==> config.mk <==
export PLATFORM = sky130hd
export DESIGN_NAME = reg_load_arbiter
export DESIGN_NICKNAME = d
export VERILOG_FILES = /design/src/rtl/reg_arb_pkg.sv /design/src/rtl/rr_arbiter.sv /design/src/rtl/reg_load_arbiter.sv
export SDC_FILE = /design/constraint.sdc
export NUM_CORES = 1
export LEC_CHECK = 0
export CAP_MARGIN = 25
export CORE_MARGIN = 8
export CORE_UTILIZATION = 42
export DETAILED_ROUTE_END_ITERATION = 7
export GPL_TIMING_DRIVEN = 0
export PLACE_DENSITY = 0.71
export SYNTH_ARGS = -nofsm -noshare
export SYNTH_HDL_FRONTEND = slang
export SYNTH_SLANG_ARGS = --single-unit
==> constraint.sdc <==
create_clock -name clk -period 8.9 [get_ports clk]
set_input_delay 2.67 -clock clk [delete_from_list [all_inputs] [get_ports clk]]
set_output_delay 2.67 -clock clk [all_outputs]
set_load 0.01 [all_outputs]
==> src/rtl/reg_arb_pkg.sv <==
//==============================================================================
// reg_arb_pkg : shared FSM encoding and default widths for reg_load_arbiter
// Revision    : 1.0  initial release
//==============================================================================
`default_nettype none

package reg_arb_pkg;

  typedef enum logic [1:0] {
    IDLE = 2'd0,
    LOAD = 2'd1,
    ACK  = 2'd2
  } state_e;

  localparam int NREQ_DEF = 4;
  localparam int NREG_DEF = 4;
  localparam int AW_DEF   = 2;
  localparam int DW_DEF   = 4;

  // Width of a requester index; never narrower than one bit.
  function automatic int idx_w(input int n);
    return (n > 1) ? $clog2(n) : 1;
  endfunction

endpackage

`default_nettype wire

==> src/rtl/rr_arbiter.sv <==
//==============================================================================
// rr_arbiter : combinational requester selector, one-hot grant plus index.
//              ARB_FIXED_PRI_EN selects fixed lowest-index priority (no pointer).
// Revision   : 1.0  initial release
//==============================================================================
`default_nettype none

module rr_arbiter
  import reg_arb_pkg::*;
#(
  parameter int NREQ = NREQ_DEF,
  parameter int IW   = idx_w(NREQ)
) (
  input  logic [NREQ-1:0] req_i,
`ifndef ARB_FIXED_PRI_EN
  input  logic [IW-1:0]   ptr_i,
`endif
  output logic [NREQ-1:0] gnt_o,
  output logic [IW-1:0]   idx_o,
  output logic            valid_o
);

`ifdef ARB_FIXED_PRI_EN
  function automatic int slot(input int off);
    return off;
  endfunction
`else
  function automatic int slot(input int off, input logic [IW-1:0] ptr);
    return (int'(ptr) + off) % NREQ;
  endfunction
`endif

  always_comb begin
    gnt_o   = '0;
    idx_o   = '0;
    valid_o = 1'b0;
    for (int off = 0; off < NREQ; off++) begin
`ifdef ARB_FIXED_PRI_EN
      if (!valid_o && req_i[slot(off)]) begin
        valid_o          = 1'b1;
        gnt_o[slot(off)] = 1'b1;
        idx_o            = IW'(slot(off));
      end
`else
      if (!valid_o && req_i[slot(off, ptr_i)]) begin
        valid_o                 = 1'b1;
        gnt_o[slot(off, ptr_i)] = 1'b1;
        idx_o                   = IW'(slot(off, ptr_i));
      end
`endif
    end
  end

endmodule

`default_nettype wire

==> src/rtl/reg_load_arbiter.sv <==
//==============================================================================
// reg_load_arbiter : shares a bank of load-enabled registers among requesters;
//                    IDLE -> LOAD -> ACK, one transfer per three cycles.
//                    ARB_FIXED_PRI_EN selects fixed priority instead of round-robin.
// Revision         : 1.0  initial release
//==============================================================================
`default_nettype none

module reg_load_arbiter
  import reg_arb_pkg::*;
#(
  parameter int NREQ = NREQ_DEF,
  parameter int NREG = NREG_DEF,
  parameter int AW   = AW_DEF,
  parameter int DW   = DW_DEF
) (
  input  logic               clk,
  input  logic               clr_n,
  input  logic [NREQ-1:0]    req,
  input  logic [NREQ*AW-1:0] req_addr,
  input  logic [NREQ*DW-1:0] req_data,
  output logic [NREQ-1:0]    ack,
  output logic [NREG-1:0]    load,
  output logic [DW-1:0]      da,
  output logic               busy,
  output logic [7:0]         xfer_cnt
);

  localparam int IW = idx_w(NREQ);

  logic [NREQ-1:0] gnt_w;
  logic [IW-1:0]   gidx_w;
  logic            gvalid_w;

  state_e          state_q;
  logic [NREQ-1:0] gnt_q;
  logic [NREQ-1:0] ack_q;
  logic [NREG-1:0] load_q;
  logic [NREG-1:0] load_d;
  logic [DW-1:0]   da_q;
  logic [DW-1:0]   da_d;
  logic [AW-1:0]   addr_d;
  logic            busy_q;
  logic [7:0]      cnt_q;

`ifdef ARB_FIXED_PRI_EN
  rr_arbiter #(
    .NREQ (NREQ),
    .IW   (IW)
  ) u_arb (
    .req_i   (req),
    .gnt_o   (gnt_w),
    .idx_o   (gidx_w),
    .valid_o (gvalid_w)
  );
`else
  logic [IW-1:0] ptr_q;
  logic [IW-1:0] ptr_d;

  rr_arbiter #(
    .NREQ (NREQ),
    .IW   (IW)
  ) u_arb (
    .req_i   (req),
    .ptr_i   (ptr_q),
    .gnt_o   (gnt_w),
    .idx_o   (gidx_w),
    .valid_o (gvalid_w)
  );

  assign ptr_d = (gidx_w == IW'(NREQ - 1)) ? '0 : gidx_w + IW'(1);
`endif

  // Addresses at or beyond NREG decode to no strobe at all.
  always_comb begin
    addr_d = req_addr[int'(gidx_w)*AW +: AW];
    da_d   = req_data[int'(gidx_w)*DW +: DW];
    load_d = '0;
    for (int r = 0; r < NREG; r++) begin
      if (addr_d == AW'(r)) load_d[r] = 1'b1;
    end
  end

  always_ff @(posedge clk or negedge clr_n) begin
    if (!clr_n) begin
      state_q <= IDLE;
      gnt_q   <= '0;
      ack_q   <= '0;
      load_q  <= '0;
      da_q    <= '0;
      busy_q  <= 1'b0;
      cnt_q   <= 8'd0;
`ifndef ARB_FIXED_PRI_EN
      ptr_q   <= '0;
`endif
    end else begin
      case (state_q)
        IDLE: begin
          if (gvalid_w) begin
            gnt_q   <= gnt_w;
            load_q  <= load_d;
            da_q    <= da_d;
            busy_q  <= 1'b1;
            state_q <= LOAD;
`ifndef ARB_FIXED_PRI_EN
            ptr_q   <= ptr_d;
`endif
          end
        end
        LOAD: begin
          load_q  <= '0;
          ack_q   <= gnt_q;
          cnt_q   <= cnt_q + 8'd1;
          state_q <= ACK;
        end
        ACK: begin
          ack_q   <= '0;
          busy_q  <= 1'b0;
          state_q <= IDLE;
        end
        default: begin
          ack_q   <= '0;
          load_q  <= '0;
          busy_q  <= 1'b0;
          state_q <= IDLE;
        end
      endcase
    end
  end

  assign ack      = ack_q;
  assign load     = load_q;
  assign da       = da_q;
  assign busy     = busy_q;
  assign xfer_cnt = cnt_q;

endmodule

`default_nettype wire

---- After elaboration in Yosys (flattened, before gate mapping) ----
Index checks and enable logic that the tools add are counted.
word-level totals
  register bits after elaboration ......... 29
  output and inout port bits .............. 21
operators by class
  add/subtract/negate cells ............... 5
  magnitude comparators ................... 8
  equal/unequal tests ..................... 7
  shift-type cells ........................ 2
  mux-type cells .......................... 43
  bitwise operators ....................... 8
  reduce and logical (&&, ||, !) cells .... 18
operator list
  kind                 count
  $mux 1               20
  $mux 4               5
  $pmux 4 s2           2
  $shiftx 16x5->4      1
  $lt 3x4->1 const B   3
  $mux 2               6
  $or 4x4->4           3
  $ge 3x1->1 const B   3
  $add 8x1->8 const B  1
  $bmux 1 s2           4
  $demux 1 s2          4
  $eq 2x2->1 const B   4
  $shiftx 8x4->2       1
  $logic_and 1x1->1    7
  $reduce_and 2->1     3
  $reduce_or 2->1      3
  $add 2x1->2 const B  2
  $add 2x2->2 const B  2
  $eq 2x1->1 const B   2
  $logic_not 2->1      2
  $pmux 2 s2           1
  $and 1x1->1 const A  3
  $logic_not 1->1      3
  $lt 2x3->1 const B   1
  4 further kinds      5

---- Depth between registers and ports, before layout ----
  depth in word-level cells ............... 19
  depth in mapped cells ................... 11

---- Hierarchy ----
A second synthesis with hierarchy kept.
second synthesis, totals
  cells, all modules ...................... 158
  area total of the unflattened synthesis .. 1745.4 um^2
modules (own cells, without submodules)
  module            instances  cells each  area each (um^2)  sequential area each (um^2)
  reg_load_arbiter  1          113         1326.3            725.7
  rr_arbiter        1          45          419.2             0.0

---- Least setup slack after synthesis ----
Ideal clock, no wire load.
  kind .................................... input to register
  start ................................... in req[3]
  end ..................................... reg load_q[3] (netlist: load[3])
  data arrival time ....................... 4533 ps
  data required time ...................... 8778 ps
  setup slack ............................. 4245 ps
  stages .................................. 7
  path through ............................ clkbuf_2 > mux4_2 > buf_4 > nor2_2 > mux4_2 > a22o_1 > a32o_1
on the way
  word-level cells in the longest chain between the ends .. 17
RTL lines
  item                          RTL line                 text
  start, declared               reg_load_arbiter.sv:19   input logic [NREQ-1:0] req,
  $bmux 1 s2                    rr_arbiter.sv:45         if (!valid_o && req_i[slot(off, ptr_i)]) begin
  $mux 1 (not written as such)  rr_arbiter.sv:45
  $mux 1                        rr_arbiter.sv:45
  $logic_not 1->1               rr_arbiter.sv:45
  $logic_and 1x1->1             rr_arbiter.sv:45
  $mux 1                        rr_arbiter.sv:45
  $logic_not 1->1               rr_arbiter.sv:45
  $logic_and 1x1->1             rr_arbiter.sv:45
  $mux 1                        rr_arbiter.sv:45
  $logic_not 1->1               rr_arbiter.sv:45
  $logic_and 1x1->1             rr_arbiter.sv:45
  $mux 2                        rr_arbiter.sv:45
  $shiftx 8x4->2                reg_load_arbiter.sv:76   addr_d = req_addr[int'(gidx_w)*AW +: AW];
  $eq 2x2->1                    reg_load_arbiter.sv:80   if (addr_d == AW'(r)) load_d[r] = 1'b1;
  $mux 1                        reg_load_arbiter.sv:80
  $mux 4                        reg_load_arbiter.sv:99   if (gvalid_w) begin
  $pmux 4 s2                    reg_load_arbiter.sv:97   case (state_q)
  end signal, assigned          reg_load_arbiter.sv:101  load_q <= load_d;
  end, declared                 reg_load_arbiter.sv:38   logic [NREG-1:0] load_q;
Parallel ways exist; a longest one is shown, timed or not. The select of a mux whose other input is x is not followed.
A chain may end at the register's enable or synchronous reset.

---- Worst setup path after layout ----
  start ................................... in req[2]
  end ..................................... reg load_q[3] (netlist: load[3])
Same word-level chain as after synthesis.

==> out/metrics.yaml <==
drv_cap: 0
drc: 0
dieArea_mm2: 0.006768
p_per_area_mw_per_mm2: 354.4
hold-worst-slack_ns: 0.4745
setup_viol: 0
n_antenna_cell: 0
dp_cells: 275
grt_max_degree: 19
highest_layer: "met4"
syn-instance-count: 173
clock-sinks: 29
path_clk_slew_ns: 0.06
antenna_found_initial: 0
io_pins: 51
wl_met2_um: 1880
slowest_delay_ns: 0.48
slew_viol_final: 0
grt_pass1_wl_um: 7051
finalHoldViolCount: 0
gp_congestion: 0.7982
tightest_slew_ns: 0.8125
yosysSeqAreaShare_pct: 39.35
drt_wl_total_um: 4211
hold_buffers: 0
power_uw: 891.8
layout_common_cells: "49 x clkdlybuf4s50_1, 29 x dfrtp_1, 18 x mux2i_1"
initial_utilization_pct: 42.95
dpl_cell_area_mm2: 0.002415
groute.usage.overall_pct: 13.28
cts_buffer_depth: 2
drive_gt1_share_pct: 12.99
cts_setup_buffers: 0
grt-ovfl-total: 0
drt-met1-wl_um: 1963
synth.distinct_cells: 40
routed_via_density: 5.336
drt_iter0_drc: 78
cts-resized-gates: 0
arrival_ns: 5.14
hold_path_class: "flop to flop"
cp_num_buf_inv: 2
crit_slowest_cell: "mux4_2"
areaGrowthSynthToFinish_pct: 36.43
cp-end-kind: "flop"
max_freq_mhz: 200.9
clock_latency_ns: 0.28
crit_required_ns: 9.06
clock_skew_ns: 0.006327
tns_ns: 0
ys_ff_latch: 29
period_share_pct: 55.94
mostFrequentLayoutCell: "clkdlybuf4s50_1"
stdcell_count: 283
cp_top_family: "compound AO/OA/AOI/OAI gates"
yosysWarnings: 0
leakagePower_nw: 1.087
cts_tree: "built"
irDropWorstVdd_v: 0.0001439
place_ws_ns: 3.632
max-slew-margin-rel_pct: 45.67
dr.pass1.iters: 4
post-route-min-period_ns: 4.978
wl_met3_um: 312
cp_cell_sequence: "clkdlybuf4s50_1 -> buf_2 -> mux4_2 -> nor2b_1 -> o21ai_0 -> a311o_1 -> a22o_1 -> a32o_1"
cts_root_buffer: "clkbuf_8"
nets: 269
post-route-util_pct: 58.60
rows: 24
fp.dieW_um: 82.27
synth_fp_nets: 212
path_class: "primary input to flop"
grt_pass1_vias: 1523
syn_area_per_cell_um2: 10.66
port_buffers: 49
rsz0062_at_grt: "false"
path_max_fanout: 10
vias: 1510
finalInstanceArea_mm2: 0.002516
critPathLaunchType: "primary input"
layout_setup_ws_ns: 3.922
die_h_um: 82.27
hpwlAfterDp_um: 3274
core_mm2: 0.004294
synth_area_mm2: 0.001844
ant_nets: 0
htree_levels: 2
wl_per_cell_um: 14.88
cts_buffers: 5
status: "completed"
-- final cells by class --
class / instances / area [um2]
timing repair buffer: 50 / 505.5
sequential: 29 / 725.7
inverter: 5 / 18.77
multi-input combinational: 126 / 1023
tap: 52 / 65.06
clock buffer: 7 / 96.34
fill: 390 / 1778
buffer: 13 / 76.32
clock inverter: 1 / 5.005
-- worst reg2reg max path, delay by kind of cell (launching register included) --
family / cells / cell delay [ns]
muxes: 3 / 0.55
DFF: 1 / 0.45
AOI/OAI and AO/OA: 3 / 0.94
adders and majority gates: 1 / 0.46
buffers and inverters: 4 / 0.93
-- power breakdown --
group          switching [mW]  internal, mW
logic                   0.269         0.277
registers              0.0425         0.185
clock network          0.0489        0.0698
total                   0.360         0.531
-- worst paths after layout --
kind / start / to / slack (ns) / cells past startpoint
hold / removal: da[1] / da[1] / 0.47 / 2
setup / recovery: req[2] / load[3] / 3.92 / 8
setup reg to reg: ptr_q[0] / load[2] / 5.46 / 11
min in group asynchronous: clr_n / ack[1] / 2.86 / 1
hold reg to reg: da[1] / da[1] / 0.47 / 2
max in group asynchronous: clr_n / gnt_q[3] / 5.48 / 2
-- Yosys cell counts --
master,instances,area share (%)
ha_1,9,6.1
nor2_1,13,2.6
buf_4,2,0.81
dfrtp_1,29,39
nor2_2,1,0.34
nor2b_1,3,1.0
a22oi_1,5,2.0
o211a_1,1,0.54
or3_1,1,0.34
nor3b_1,2,0.81
mux2_2,6,3.7
clkbuf_1,5,1.0
mux4_1,1,1.4
a22o_1,1,0.47
o21ai_2,1,0.47
a41oi_1,1,0.47
a221oi_1,4,1.9
and4_1,1,0.47
nor2b_4,1,0.75
xor2_1,3,1.4
o21a_1,1,0.41
a211oi_1,1,0.41
and3b_1,1,0.47
buf_6,2,1.2
inv_1,5,1.0
o21ai_0,13,3.5
mux4_2,4,4.9
a32o_1,2,1.1
nor4_1,1,0.34
clkbuf_2,1,0.27
o211ai_1,3,1.2
nand4_1,1,0.34
o311ai_0,1,0.47
mux2i_1,18,9.8
a311o_1,1,0.54
xnor2_1,5,2.4
nand2_1,14,2.8
buf_2,3,0.81
nand3_1,4,1.1
o31ai_1,2,0.81
-- state kept, by name, indices dropped and copies added (netlist names) --
signal	cells
busy	1
load	4
state_q	2
ack	4
xfer_cnt	8
gnt_q	4
ptr_q	2
da	4
-- cells by family (layout without fill, tap and decap cells) --
| kind of cell | count (synthesis) | after routing | share of synthesized area [%] |
|---|---|---|---|
| AND/OR/NAND/NOR | 43 | 43 | 11.47 |
| AO/OA/AOI/OAI | 37 | 37 | 14.38 |
| multiplexers | 29 | 29 | 19.74 |
| flip-flops | 29 | 29 | 39.35 |
| buffers and inverters | 18 | 76 | 5.155 |
| adder cells (fa/ha/maj) | 9 | 9 | 6.106 |
| XOR/XNOR | 8 | 8 | 3.799 |
-- routing by layer --
layer	track usage (%)	up-vias
li1	-	747
met5	0	-
met4	4.211	0
met2	20.36	39
met3	4.329	6
met1	17.29	718
(Power assumes the default switching activity.)
